### src/rtl/alu16_seq.sv
// ---------------------------------------------------------------------------
// alu16_seq
//   Sequencer that runs a 4*NNIB-bit operation on an external 4-bit
//   combinational ALU. It issues one nibble per cycle, least significant
//   nibble first, and chains the carry between nibbles. One operation takes
//   NNIB RUN cycles plus one DONE cycle.
//
// Ports
//   clk, reset_n            clock (rising edge), asynchronous active-low reset
//   start, op, a, b, cin    command request and operands; sampled when idle
//                           or in DONE
//                           op: 000 ADD, 001 ADDC, 01x ADD, 1xx LOGIC(op[1:0])
//   alu_a, alu_b            operand nibbles driven to the ALU
//   alu_c_in, alu_op, alu_l carry, ALUOP and logic-select driven to the ALU
//   alu_r, alu_zero,        result and flags returned by the ALU
//   alu_c_out, alu_sign
//   result, zero, c_out,    last completed result and flags
//   sign
//   busy                    operation in progress
//   done                    one-cycle completion pulse
// ---------------------------------------------------------------------------
module alu16_seq #(
    parameter int NNIB = 4
) (
    input  logic              clk,
    input  logic              reset_n,
    input  logic              start,
    input  logic [2:0]        op,
    input  logic [4*NNIB-1:0] a,
    input  logic [4*NNIB-1:0] b,
    input  logic              cin,
    output logic [3:0]        alu_a,
    output logic [3:0]        alu_b,
    output logic              alu_c_in,
    output logic [1:0]        alu_op,
    output logic              alu_l,
    input  logic [3:0]        alu_r,
    input  logic              alu_zero,
    input  logic              alu_c_out,
    input  logic              alu_sign,
    output logic [4*NNIB-1:0] result,
    output logic              zero,
    output logic              c_out,
    output logic              sign,
    output logic              busy,
    output logic              done
);

    localparam int W  = 4 * NNIB;
    localparam int KW = (NNIB > 1) ? $clog2(NNIB) : 1;

    // ALUOP value the ALU expects for addition.
    localparam logic [1:0] ALUOP_ADD = 2'b10;

    typedef enum logic [1:0] {
        S_IDLE,
        S_RUN,
        S_DONE
    } state_t;

    state_t          state;
    logic [KW-1:0]   k;          // nibble currently presented to the ALU
    logic [W-1:0]    a_reg;
    logic [W-1:0]    b_reg;
    logic            logic_mode; // captured op[2]
    logic            carry;      // carry into the current nibble
    logic            zero_acc;   // AND of alu_zero over the nibbles so far
    logic [W-1:0]    work;

    logic            last_nib;
    logic [W-1:0]    work_next;
    logic [3:0]      next_a;
    logic [3:0]      next_b;
    logic            accept_carry;

    // NOTE: every variable written here gets a default first, so no path can
    // leave it unassigned and no latch is inferred.
    always_comb begin
        last_nib  = (k == KW'(NNIB - 1));
        work_next = work;
        work_next[4*int'(k) +: 4] = alu_r;
        next_a = '0;
        next_b = '0;
        if (!last_nib) begin
            next_a = a_reg[4*(int'(k) + 1) +: 4];
            next_b = b_reg[4*(int'(k) + 1) +: 4];
        end
        // Only ADDC brings an external carry into nibble 0.
        accept_carry = (op == 3'b001) && cin;
    end

    // NOTE: state is updated with non-blocking assignments so every register
    // sees the pre-edge values of the others, independent of statement order.
    always_ff @(posedge clk or negedge reset_n) begin
        if (!reset_n) begin
            state      <= S_IDLE;
            k          <= '0;
            a_reg      <= '0;
            b_reg      <= '0;
            logic_mode <= 1'b0;
            carry      <= 1'b0;
            zero_acc   <= 1'b0;
            work       <= '0;
            result     <= '0;
            zero       <= 1'b0;
            c_out      <= 1'b0;
            sign       <= 1'b0;
            busy       <= 1'b0;
            done       <= 1'b0;
            alu_a      <= '0;
            alu_b      <= '0;
            alu_c_in   <= 1'b0;
            alu_op     <= '0;
            alu_l      <= 1'b0;
        end else begin
            case (state)
                S_IDLE, S_DONE: begin
                    // DONE behaves like IDLE for accepting, which gives
                    // back-to-back operations every 5 cycles.
                    done <= 1'b0;
                    if (start) begin
                        state      <= S_RUN;
                        k          <= '0;
                        a_reg      <= a;
                        b_reg      <= b;
                        logic_mode <= op[2];
                        carry      <= accept_carry;
                        zero_acc   <= 1'b1;
                        busy       <= 1'b1;
                        alu_a      <= a[3:0];
                        alu_b      <= b[3:0];
                        alu_l      <= op[2];
                        alu_op     <= op[2] ? op[1:0] : ALUOP_ADD;
                        alu_c_in   <= op[2] ? 1'b0 : accept_carry;
                    end else begin
                        state <= S_IDLE;
                    end
                end

                S_RUN: begin
                    work     <= work_next;
                    carry    <= alu_c_out;
                    zero_acc <= zero_acc & alu_zero;
                    if (last_nib) begin
                        state    <= S_DONE;
                        busy     <= 1'b0;
                        done     <= 1'b1;
                        result   <= work_next;
                        zero     <= zero_acc & alu_zero;
                        sign     <= alu_sign;
                        c_out    <= logic_mode ? 1'b0 : alu_c_out;
                        alu_a    <= '0;
                        alu_b    <= '0;
                        alu_c_in <= 1'b0;
                        alu_op   <= '0;
                        alu_l    <= 1'b0;
                    end else begin
                        k        <= k + 1'b1;
                        alu_a    <= next_a;
                        alu_b    <= next_b;
                        // Logic ops ignore the carry chain entirely.
                        alu_c_in <= logic_mode ? 1'b0 : alu_c_out;
                    end
                end

                default: begin
                    state <= S_IDLE;
                    busy  <= 1'b0;
                    done  <= 1'b0;
                end
            endcase
        end
    end

endmodule

### config.mk
export PLATFORM = sky130hd
export DESIGN_NAME = alu16_seq
export DESIGN_NICKNAME = d
export VERILOG_FILES = /design/src/rtl/alu16_seq.sv
export SDC_FILE = /design/constraint.sdc
export NUM_CORES = 1
export LEC_CHECK = 0
export ABC_AREA = 1
export BUFFER_PORTS_ARGS = -buffer_cell sky130_fd_sc_hd__buf_2
export CORE_MARGIN = 3
export CORE_UTILIZATION = 58
export CTS_BUF_LIST = sky130_fd_sc_hd__clkbuf_16
export CTS_CLUSTER_DIAMETER = 30
export DETAILED_ROUTE_END_ITERATION = 8
export GPL_TIMING_DRIVEN = 1
export HOLD_SLACK_MARGIN = 0.06
export PLACE_DENSITY = 0.84
export SETUP_SLACK_MARGIN = 0.4
export SLEW_MARGIN = 20
export SYNTH_ARGS = -nofsm -noshare
export SYNTH_HDL_FRONTEND = slang
export SYNTH_SLANG_ARGS = --single-unit
### constraint.sdc
create_clock -name clk -period 3.8 [get_ports clk]
set_input_delay 0.38 -clock clk [delete_from_list [all_inputs] [get_ports clk]]
set_output_delay 0.38 -clock clk [all_outputs]
set_load 0.02 [all_outputs]
==> results of run 1 <==
power by group:
part	total, mW	internal, mW	switching [mW]
clock	0.833	0.504	0.329
sequential	1.39	1.19	0.200
combinational	1.58	0.482	1.09
worst max-delay path, delay by kind of cell (launching register included):
kind            cells  cell delay, ns
compound gates      1            0.30
fa+ha+maj           1            0.38
buf+inv             2            0.37
flops               1            0.70
simple gates        3            0.36
metrics by stage:
stage	utilization	setup slack [ns]	hold slack [ns]
4_1_cts	0.712	1.67	0.237
2_1_floorplan	-	2.21	0.0844
3_3_place_gp	0.663	1.83	0.458
6_report	0.712	1.62	0.205
5_1_grt	0.712	1.43	0.245
3_5_place_dp	0.663	1.74	0.464
layer usage:
layer	part of all wire	wire length [um]	GRT usage	up-vias
met3	0.070	588	0.0641	12
met2	0.48	4020	0.379	115
li1	-	-	-	1534
met1	0.43	3650	0.339	1474
met5	0	0	0	-
met4	0.018	151	0.0935	0
worst max-delay path by stage:
stage                                start                    end  slack, ns  depth (start not counted)
after floorplan           k[0]$_DFFE_PN0P_  result[0]$_DFFE_PN0P_       2.21                          8
after global placement    k[0]$_DFFE_PN0P_  result[0]$_DFFE_PN0P_       1.83                          7
after detailed placement  k[0]$_DFFE_PN0P_  result[0]$_DFFE_PN0P_       1.74                          7
after CTS                 k[0]$_DFFE_PN0P_  result[3]$_DFFE_PN0P_       1.67                          7
after global routing      k[0]$_DFFE_PN0P_   work[10]$_DFFE_PN0P_       1.43                          7
final                     k[0]$_DFFE_PN0P_  result[3]$_DFFE_PN0P_       1.62                          7
layout by cell type, fill, tap and decap left out, types with 3 or more instances in the layout:
master and count:
sky130_fd_sc_hd__nand2_1 207, sky130_fd_sc_hd__dfrtp_1 78, sky130_fd_sc_hd__buf_2 77, sky130_fd_sc_hd__inv_1 38, sky130_fd_sc_hd__o21ai_0 34, sky130_fd_sc_hd__nand3_1 18, sky130_fd_sc_hd__nor2_1 11, sky130_fd_sc_hd__o22ai_1 9
sky130_fd_sc_hd__a21oi_1 9, sky130_fd_sc_hd__clkbuf_16 9, sky130_fd_sc_hd__ha_1 6, sky130_fd_sc_hd__inv_2 5, sky130_fd_sc_hd__nand2_2 4, sky130_fd_sc_hd__nand4_1 3
cell type report:
| type | instances | area, um^2 |
|---|---|---|
| inverters | 43 | 164 |
| multi-input cells | 308 | 1370 |
| flip-flops and latches | 78 | 1950 |
| repair buffers | 78 | 393 |
| well taps | 75 | 93.8 |
| fillers | 476 | 1730 |
| clock inverters | 7 | 65.1 |
| clock buffers | 9 | 225 |
logic make-up (layout without fill, tap and decap cells):
| logic type | after synthesis | count (layout) | share of synthesized area |
|---|---|---|---|
| AND/OR/NAND/NOR | 247 | 247 | 0.276 |
| buffers and inverters | 60 | 137 | 0.0829 |
| flip-flops | 78 | 78 | 0.539 |
| adder cells (fa/ha/maj) | 6 | 6 | 0.0207 |
| AO/OA/AOI/OAI | 55 | 55 | 0.0812 |
==> results, run 1 <==
- The run finished with clean final reports.
- The most used flip-flop cell after synthesis is sky130_fd_sc_hd__dfrtp_1.
- The CTS root buffer is sky130_fd_sc_hd__clkbuf_16.
- The setup TNS is 0 ns.
- Once detail routing completed, the nets flagged for antenna violations numbered 0.
- The worst-skew pair later-pin latency is 0.33 ns.
- Counting every net in the synthesized netlist gives 498.
- The initial antenna violation count came to 0.
- In this run the count of I/O pins placed on the die edge is 79.
- The cell leakage power is 2.39 nW.
- During synthesis, Yosys emitted a total of 0 warnings.
- The synthesized design contains 0 enable-type register cells.
- The post-CTS setup buffer count is 0.
- The clock sink count is 78.
- For flop-to-flop paths, the worst setup slack is 1.62 ns.
- Derived from the worst setup path, the maximum achievable clock frequency is 0.460 GHz.
- A synthesized cell averages 8.12 um^2.
- The die is 85.0 um wide.
- The number of distinct library cells after synthesis is 21.
- The count of cells resized by post-cts repair is 0.
- The total setup violations reported at the end of the flow is 0.
- The hold buffer count at CTS is 0.
- Dividing the detail-routed wire length by the instance count gives 14.1 um.
- The layout net count is 570.
- The total inserted antenna cells is 0.
- The post-layout total power is 3.80 mW.
- The final HPWL from detailed placement is 5400 um.
- The largest individual stage delay along the critical path comes from the cell sky130_fd_sc_hd__dfrtp_1.
- The design area is 4260 um^2.
- The routability congestion estimate is 0.870.
- The aggregate routed wire length is 8410 um.
- The kind of end point of the critical path is a register.
- The largest single stage delay on the critical path is 0.70 ns.
- Measured along the y axis, the die boundary spans 85.0 um.
- The total instance count after detailed placement is 582.
- The synthesized design contains 78 register bits.
- After detailed routing, the number of remaining DRC violations is 0.
- The global-route wire length before repair is 14100 um.
- Max-cap violations in this run came to 0.
- The die footprint is 7230 um^2.
- The largest registers in the layout are result: 16 flops, work: 16 flops.
- The hold violation count in the final report came to 0.
- After the first detailed-routing iteration, the DRC count stood at 226.
- Entering global routing, the biggest net connects 79 pins.
- The proportion of synthesized chip area in sequential cells is 0.539.
- Setup repair after global routing left no endpoint under its margin.
- Along the worst path, the maximum fanout reaches 17.
- Dividing the detail-routed via count by the number of cells gives 5.24.
- The clock tree skew after final layout is 0.00376 ns.
- After detailed placement, the total cell area comes to 3970 um^2.
- The biggest area contributor in the post-synthesis netlist is sky130_fd_sc_hd__dfrtp_1.
- In this run the worst hold path is classified as input pin to asynchronous set/reset pin.
- The standard-cell row count is 28.
- The share of the clock period used by the worst path after layout is 0.573.
- The count of buffers from port buffering is 78.
- The area share of the leading cell type in the synthesized netlist is 0.539.
- By instance count, the leading cell after synthesis is sky130_fd_sc_hd__nand2_1.
- Across every metal layer, demand over resource in global routing totals 0.247.
- In the post-synthesis netlist, the biggest area contributors are sky130_fd_sc_hd__dfrtp_1, sky130_fd_sc_hd__nand2_1, sky130_fd_sc_hd__o21ai_0.
- The sum of overflow across all layers after global routing is 0.
- The endpoint of the worst register-to-register path is result[3]$_DFFE_PN0P_.
- The core region area is 5990 um^2.
- The starting density of the core is 0.605.
- The headroom to the max-slew limit is 0.360.
- The transition time of the tightest slew-check pin is 0.959 ns.
- The finished layout holds 598 standard cells, fillers aside.
- The number of vias after detailed routing is 3135.
- The signed area change from the synthesized netlist to the final layout is 17.7%.
- Ranked by instance count, the synthesized netlist is headed by sky130_fd_sc_hd__nand2_1, sky130_fd_sc_hd__dfrtp_1, sky130_fd_sc_hd__inv_1, sky130_fd_sc_hd__o21ai_0, sky130_fd_sc_hd__nand3_1.
- The data required time of the critical path is 4.07 ns.
- The startpoint identified for the worst register-to-register timing path is k[0]$_DFFE_PN0P_.
- The number of global-route vias before repair came to 2990.
- Synthesis handed over a netlist of 446 instances.
- Clock-pin slew was measured on the worst setup and hold paths at 0.06 ns.
- The netlist area before placement is 3620 um^2.
- In this run, CTS created clock tree buffers numbering 9.
- The final count of pins violating max slew is 0.
- Data arrives at the worst endpoint at 2.44 ns.
- The cell area power density is 892 nW/um^2.
- The critical path is of the register to register type.
- Of the cells placed in the final design, the portion with a size suffix greater than 1 is 0.203.
- Among the stages of the critical path, the cell type that occurs most often is sky130_fd_sc_hd__nand2_1.
- The CTS H-tree depth is 3.
- The first-pass iteration count of the detailed router is 5.
- TritonCTS built the clock tree.
- The maximum number of buffers from clock root to sink is 2.
- In the synthesized netlist the async set-or-reset flop fraction comes to 1.00.
- The startpoint kind of the worst setup timing path is a register.
- The worst register-to-register path has a depth of 7.
- The worst path in the final design needs a cycle of 2.18 ns, including I/O delays and setup.
- Across the VDD grid, the largest voltage drop is 0.464 mV.
- The critical path goes through inv_2, ha_1, inv_1, nand4_1, o21ai_0, nand2_1, nand2_1.
Note: power is estimated with default switching activity, not from simulation.
==> run 2: changes to the inputs <==
Settings changed: CORE_UTILIZATION 58 to 49, PLACE_DENSITY 0.84 to 0.76.
Clock period 3.8 ns to 2 ns, I/O delays scaled along.
==> run 2 against run 1 <==
Against the previous run:
- clock power is 140% higher
- global-route usage decreased by 3.6 points
- hold slack got worse by 0.14 ns
- register-to-register slack worse by 1.2 ns
- core utilization down 6.0 points
- die area grew 17%
==> results, run 2 (synthesis results as in run 1) <==
- Run status: complete, no violations (unchanged).
- The number of global-route vias before repair is 3055 (was 2990).
- Setup repair after global routing missed its margin: yes (was no).
- The kind of end point of the critical path is a register (unchanged).
- The ratio of cells with drive above 1 in the final layout came to 0.236 (was 0.203).
- The number of primary I/O pins is 79 (unchanged).
- The number of standard cells in the layout, taps in and fillers out is 633 (was 598).
- The worst reg2reg path depth is 6 (was 7).
- The total global routing track utilization is 0.211 (was 0.247).
- The total setup violations reported at the end of the flow came to 0 (unchanged).
- The standard-cell row count was 30 (was 28).
- The clock tree skew after final layout is 0.00695 ns (was 0.00376 ns).
- The cell leakage power is 2.51 nW (was 2.39 nW).
- The transition time of the tightest slew-check pin was 0.608 ns (was 0.959 ns).
- The via-per-instance ratio is 4.95 (was 5.24).
- The number of nets with antenna violations after detailed routing is 0 (unchanged).
- The aggregate routed wire length is 8460 um (was 8410 um).
- The CTS tree is yes (unchanged).
- The largest net degree at the start of global routing is 50 (was 79).
- The final count of pins violating max slew is 0 (unchanged).
- Counting instances, the worst hold path has a depth of 3.
- The setup TNS is 0 ns (unchanged).
- The core region area was 6980 um^2 (was 5990 um^2).
- The clock transition at the register clock pins on the worst setup and hold paths after CTS is 0.06 ns (about the same).
- The DRC violation total after the first TritonRoute iteration is 189 (was 226).
- The slack of the worst reg-to-reg path is 0.42 ns (was 1.62 ns).
- The design area is 4550 um^2 (was 4260 um^2).
- The headroom to the max-slew limit came to 0.594 (was 0.360).
- The largest fanout on the critical path is 16 (was 17).
- The CTS H-tree depth is 3 (unchanged).
- The global-route wire length before repair came to 14300 um (was 14100 um).
- The time the final worst path needs with I/O delays and setup is 1.58 ns (was 2.18 ns).
- The sum of overflow across all layers after global routing came to 0 (unchanged).
- Leading cell types in the layout, fill and taps excluded: sky130_fd_sc_hd__nand2_1, sky130_fd_sc_hd__dfrtp_1, sky130_fd_sc_hd__buf_2, sky130_fd_sc_hd__inv_1, sky130_fd_sc_hd__o21ai_0 (unchanged).
- The worst-skew pair later-pin latency came to 0.34 ns (was 0.33 ns).
- The layout net count was 584 (was 570).
- The most frequent standard cell in the layout excluding fill and tap cells is sky130_fd_sc_hd__nand2_1 (unchanged).
- The classification of the worst-slack hold path was input pin to register (was input pin to asynchronous set/reset pin).
- The arrival time at the worst endpoint is 1.86 ns (was 2.44 ns).
- The clock sink count is 78 (unchanged).
- The width of the chip was 92.0 um (was 85.0 um).
- The count of buffers from port buffering is 78 (unchanged).
- The top achievable clock speed is 0.632 GHz (was 0.460 GHz).
- The share of the core filled with cells was 0.652 (was 0.712).
- The signed area change from the synthesized netlist to the final layout is 25.6% (was 17.7%).
- The startpoint kind of the worst setup timing path is a register (unchanged).
- The number of max-capacitance violations reported was 0 (unchanged).
- The data required time of the critical path came to 2.27 ns (was 4.07 ns).
- The CTS root buffer is sky130_fd_sc_hd__clkbuf_16 (unchanged).
- The total inserted antenna cells is 0 (unchanged).
- The detailed-route DRC error count is 0 (unchanged).
- The average routed wire per standard cell came to 13.4 um (was 14.1 um).
- The placed cell area is 4040 um^2 (was 3970 um^2).
- The maximum VDD drop is 0.756 mV (was 0.464 mV).
- The maximum number of buffers from clock root to sink is 2 (unchanged).
- The starting density of the core was 0.519 (was 0.605).
- The clock buffer count from CTS was 9 (unchanged).
- The hold violation count in the final report came to 0 (unchanged).
- The cell area power density is 1710 nW/um^2 (was 892 nW/um^2).
- The share of the clock period used by the worst path after layout is 0.791 (was 0.573).
- The first-pass iteration count of the detailed router is 5 (unchanged).
- The vertical die dimension is 92.0 um (was 85.0 um).
- The number of vias after detailed routing is 3136 (was 3135).
- The initial antenna violation count came to 0 (unchanged).
- The routability congestion estimate is 0.897 (was 0.870).
- The kind of critical path is register to register (unchanged).
- The die footprint was 8460 um^2 (was 7230 um^2).
- The total instance count after detailed placement is 607 (was 582).
- The final HPWL from detailed placement came to 5720 um (was 5400 um).
- Largest registers: result: 16 flops, work: 16 flops (unchanged).
-- run 2: cell types whose count changed in the layout (fill, tap and decap cells not counted), sizes merged --
cell         change
buf              +8
dlygate4sd3      +6
bufinv           +3
clkinvlp         -2
inv              -1
-- run 2: path summary, 6_finish.rpt --
check | startpoint | end
setup / recovery | k[0]$_DFFE_PN0P_ | work[6]$_DFFE_PN0P_
hold / removal | b[10] | b_reg[10]$_DFFE_PN0P_
setup reg to reg | k[0]$_DFFE_PN0P_ | work[6]$_DFFE_PN0P_
hold reg to reg | result[9]$_DFFE_PN0P_ | result[9]$_DFFE_PN0P_
max in group asynchronous | reset_n | b_reg[8]$_DFFE_PN0P_
min in group asynchronous | reset_n | result[12]$_DFFE_PN0P_
-- run 2: cell type report --
| cell class | count | area [um^2] |
|---|---|---|
| Timing Repair Buffer | 92 | 526 |
| Fill cell | 602 | 2430 |
| Sequential cell | 78 | 1950 |
| Multi-Input combinational cell | 308 | 1410 |
| Clock inverter | 7 | 138 |
| Inverter | 43 | 176 |
| Tap cell | 96 | 120 |
| Clock buffer | 9 | 225 |
-- run 2: timing repair --
item                       CTS  global route
pin swaps                    0             2
setup endpoints to repair    8            41
hold buffers                 6             0
hold endpoints to repair    34             0
resized for setup            1            24
buffers inserted             0             4
-- run 2: critical path, cell delays in order (launching register included) --
cell	delay, ns
sky130_fd_sc_hd__dfrtp_1	0.38
sky130_fd_sc_hd__buf_4	0.23
sky130_fd_sc_hd__ha_2	0.29
sky130_fd_sc_hd__nand3_1	0.24
sky130_fd_sc_hd__o22ai_2	0.24
sky130_fd_sc_hd__nand2_1	0.08
sky130_fd_sc_hd__nand2_1	0.06
-- run 2: where the power goes --
part,total [mW],switching (mW),internal [mW]
Sequential,2.60,0.328,2.27
Combinational,3.21,2.16,1.05
Clock,1.98,0.644,1.34
-- run 2: layer usage --
metal	part of all wire	vias up	track usage
li1	-	1556	-
met1	0.43	1465	0.262
met2	0.50	102	0.355
met3	0.060	13	0.0673
met4	0.016	0	0.0619
met5	0	-	0
-- run 2: metrics by stage --
step | power (mW) | setup WS, ns | hold slack, ns
after detailed placement | 5.67 | 0.381 | 0.158
after global placement | 5.57 | 0.430 | 0.154
after floorplan | 4.91 | 0.411 | -0.0956
after CTS | 7.69 | 0.360 | 0.0623
after global routing | 8.38 | 0.348 | 0.0709
final | 7.79 | 0.417 | 0.0678
==> run 3: changes to the inputs <==
Clock period 2 ns to 1.25 ns, I/O delays scaled along.
==> run 3 against run 2 <==
Against the previous run:
- the run now ends with negative setup slack left
- clock power rose by 45%
- flip-flop and latch count is the same
- first-iteration DRC count rose by 62%
- routed wire length is 77% higher
- largest power group unchanged
==> results, run 3 (synthesis results as in run 1) <==
- The number of max-capacitance violations reported is 0 (unchanged).
- The signed area change from the synthesized netlist to the final layout was 71.4% (was 25.6%).
- The number of instances on the worst hold path came to 3 (unchanged).
- The count of buffers from port buffering is 78 (unchanged).
- The CTS tree is yes (unchanged).
- The total area of multi-input combinational cells is 1980 um^2 (was 1410 um^2).
- The maximum number of buffers from clock root to sink came to 2 (unchanged).
- The total setup violations reported at the end of the flow is 49 (was 0).
- The routability congestion estimate is 0.859 (was 0.897).
- The vertical die dimension came to 92.0 um (unchanged).
- The largest fanout on the critical path is 9 (was 16).
- The worst reg2reg path depth was 8 (was 6).
- The headroom to the max-slew limit is 0.728 (was 0.594).
- The final reports fail on negative setup slack.
- The CTS H-tree depth is 3 (unchanged).
- The ratio of cells with drive above 1 in the final layout was 0.436 (was 0.236).
- The most frequent standard cell in the layout excluding fill and tap cells is sky130_fd_sc_hd__nand2_1 (unchanged).
- The core region area is 6980 um^2 (unchanged).
- The clock transition at the register clock pins on the worst setup and hold paths after CTS was 0.07 ns (was 0.06 ns).
- The share of the clock period used by the worst path after layout is 1.24 (was 0.791).
- The number of buffers and inverters on the critical path is 3 (was 1).
- The starting density of the core came to 0.519 (unchanged).
- The cell repeated most along the worst path is sky130_fd_sc_hd__nand2_1 (unchanged).
- The critical path launch point is k[0]$_DFFE_PN0P_ (unchanged).
- The first-pass iteration count of the detailed router is 7 (was 5).
- The CTS root buffer was sky130_fd_sc_hd__clkbuf_16 (unchanged).
- The cell area power density came to 2790 nW/um^2 (was 1710 nW/um^2).
- The number of primary I/O pins is 79 (unchanged).
- The arrival time at the worst endpoint is 1.80 ns (was 1.86 ns).
- The number of vias after detailed routing is 4147 (was 3136).
- The setup TNS is -8.38 ns (was 0 ns).
- The startpoint of the tightest hold check path is op[0] (was b[10]).
- The maximum VDD drop was 1.98 mV (was 0.756 mV).
- The slack of the critical path is -0.294 ns (was 0.417 ns).
- The via-per-instance ratio was 5.76 (was 4.95).
- Leading cell types in the layout, fill and taps excluded: sky130_fd_sc_hd__nand2_1, sky130_fd_sc_hd__dfrtp_1, sky130_fd_sc_hd__buf_6, sky130_fd_sc_hd__buf_4, sky130_fd_sc_hd__buf_2 (was sky130_fd_sc_hd__nand2_1, sky130_fd_sc_hd__dfrtp_1, sky130_fd_sc_hd__buf_2, sky130_fd_sc_hd__inv_1, sky130_fd_sc_hd__o21ai_0).
- The clock buffer count from CTS was 9 (unchanged).
- The kind of end point of the critical path is a register (unchanged).
- The classification of the worst-slack hold path is input pin to register (unchanged).
- The sum of overflow across all layers after global routing is 0 (unchanged).
- The detailed-route DRC error count is 0 (unchanged).
- The initial antenna violation count came to 0 (unchanged).
- The standard-cell row count is 30 (unchanged).
- The slack of the worst reg-to-reg path is -0.29 ns (was 0.42 ns).
- The number of global-route vias before repair came to 3773 (was 3055).
- The die footprint is 8460 um^2 (unchanged).
- The register area was 1950 um^2 (about the same).
- The number of standard cells in the layout, taps in and fillers out was 720 (was 633).
- The number of filler instances in the final layout is 277 (was 602).
- The data required time of the critical path is 1.51 ns (was 2.27 ns).
- The total instance count after detailed placement is 628 (was 607).
- Critical path, cell by cell: buf_4, buf_6, nor2_4, buf_12, nand2_1, nand2_1, nand2_1, a21oi_1 (was buf_4, ha_2, nand3_1, o22ai_2, nand2_1, nand2_1).
- The clock sink count is 78 (unchanged).
- The total inserted antenna cells is 0 (unchanged).
- The largest net degree at the start of global routing is 28 (was 50).
- Run status: complete, but fails checks (was complete, no violations).
- The final count of pins violating max slew came to 0 (unchanged).
- The startpoint kind of the worst setup timing path is a register (unchanged).
- The global-route wire length before repair was 17900 um (was 14300 um).
- The transition time of the tightest slew-check pin was 0.408 ns (was 0.608 ns).
- The source of the worst register-to-register timing path is k[0]$_DFFE_PN0P_ (unchanged).
- The final HPWL from detailed placement is 6310 um (was 5720 um).
- The hold violation count in the final report is 0 (unchanged).
- The endpoint of the worst register-to-register path is alu_b[0]$_DFFE_PN0P_ (was work[6]$_DFFE_PN0P_).
- The average routed wire per standard cell came to 20.8 um (was 13.4 um).
- The hold-critical path endpoint is alu_op[0]$_DFFE_PN0P_ (was b_reg[10]$_DFFE_PN0P_).
- The critical path's slowest cell is sky130_fd_sc_hd__dfrtp_2 (was sky130_fd_sc_hd__dfrtp_1).
- Largest registers: result: 16 flops, work: 16 flops (unchanged).
- The worst-skew pair later-pin latency is 0.35 ns (was 0.34 ns).
- The aggregate routed wire length is 15000 um (was 8460 um).
- The time the final worst path needs with I/O delays and setup is 1.54 ns (was 1.58 ns).
- The total global routing track utilization is 0.269 (was 0.211).
- The DRC violation total after the first TritonRoute iteration came to 306 (was 189).
- The number of nets with antenna violations after detailed routing is 0 (unchanged).
- The layout net count is 671 (was 584).
- The longest individual stage delay on the worst path is 0.44 ns (was 0.38 ns).
- Setup repair after global routing missed its margin: yes (unchanged).
- The cell leakage power is 3.18 nW (was 2.51 nW).
- The kind of cell adding the most delay to the critical path is buffers and inverters (was flip-flops).
- The clock tree skew after final layout is 0.0130 ns (was 0.00695 ns).
- The width of the chip is 92.0 um (unchanged).
- The top achievable clock speed is 0.648 GHz (was 0.632 GHz).
- The kind of critical path is register to register (unchanged).
-- run 3: how the worst max path moves through the flow --
stage                       endpoint  slack, ns  cells past startpoint
3_3_place_gp   result[0]$_DFFE_PN0P_      -0.12                      7
6_report        alu_b[0]$_DFFE_PN0P_      -0.29                      8
2_1_floorplan  result[0]$_DFFE_PN0P_      -0.16                      8
5_1_grt         alu_b[0]$_DFFE_PN0P_      -0.33                      8
3_5_place_dp     work[1]$_DFFE_PN0P_      -0.21                      7
4_1_cts        result[3]$_DFFE_PN0P_      -0.17                      7
-- run 3: area by class of cell --
type                            instances  area share
Timing Repair Buffer                  178       0.261
Timing Repair inverter                  1     0.00121
Clock buffer                            9      0.0363
Tap cell                               96      0.0194
Clock inverter                          7      0.0147
Multi-Input combinational cell        308       0.318
Inverter                               43      0.0345
Sequential cell                        78       0.315
-- run 3: metal layers --
layer,share of wire,track usage
met4,0.061,0.123
met3,0.084,0.0492
met1,0.35,0.316
met2,0.51,0.475
met5,0,0
-- run 3: per-stage QoR --
| step | setup slack [ns] | total power, mW | cell area [um^2] | hold WS (ns) | utilization |
|---|---|---|---|---|---|
| floorplan | -0.156 | 8.12 | 3710 | -0.171 | - |
| global placement | -0.118 | 9.60 | 4300 | 0.0669 | 0.616 |
| detailed placement | -0.205 | 9.79 | 4300 | 0.0674 | 0.616 |
| CTS | -0.167 | 14.4 | 5560 | 0.0912 | 0.796 |
| global route | -0.334 | 18.0 | 6210 | 0.113 | 0.889 |
| finish | -0.294 | 17.3 | 6210 | 0.102 | 0.889 |
-- run 3: repair_timing --
action | 4_1_cts | 5_1_grt
gates cloned | 1 | 1
hold buffers | 29 | 0
setup buffers | 25 | 20
endpoints found under the hold margin | 96 | 0
resized for setup | 136 | 101
pin swaps | 17 | 23
endpoints found under the setup margin | 111 | 111
-- run 3: worst register-to-register path: cells and delay by family (launching register included) --
family,cells,cell delay [ns]
and+or+nand+nor,4,0.39
DFF,1,0.44
AOI/OAI and AO/OA,1,0.18
buffers and inverters,3,0.44
-- run 3: power breakdown --
| group | switching, mW | leakage [nW] | internal [mW] |
|---|---|---|---|
| Sequential | 0.817 | 1.00 | 3.64 |
| Combinational | 5.67 | 2.01 | 4.34 |
| Clock | 1.13 | 0.161 | 1.74 |
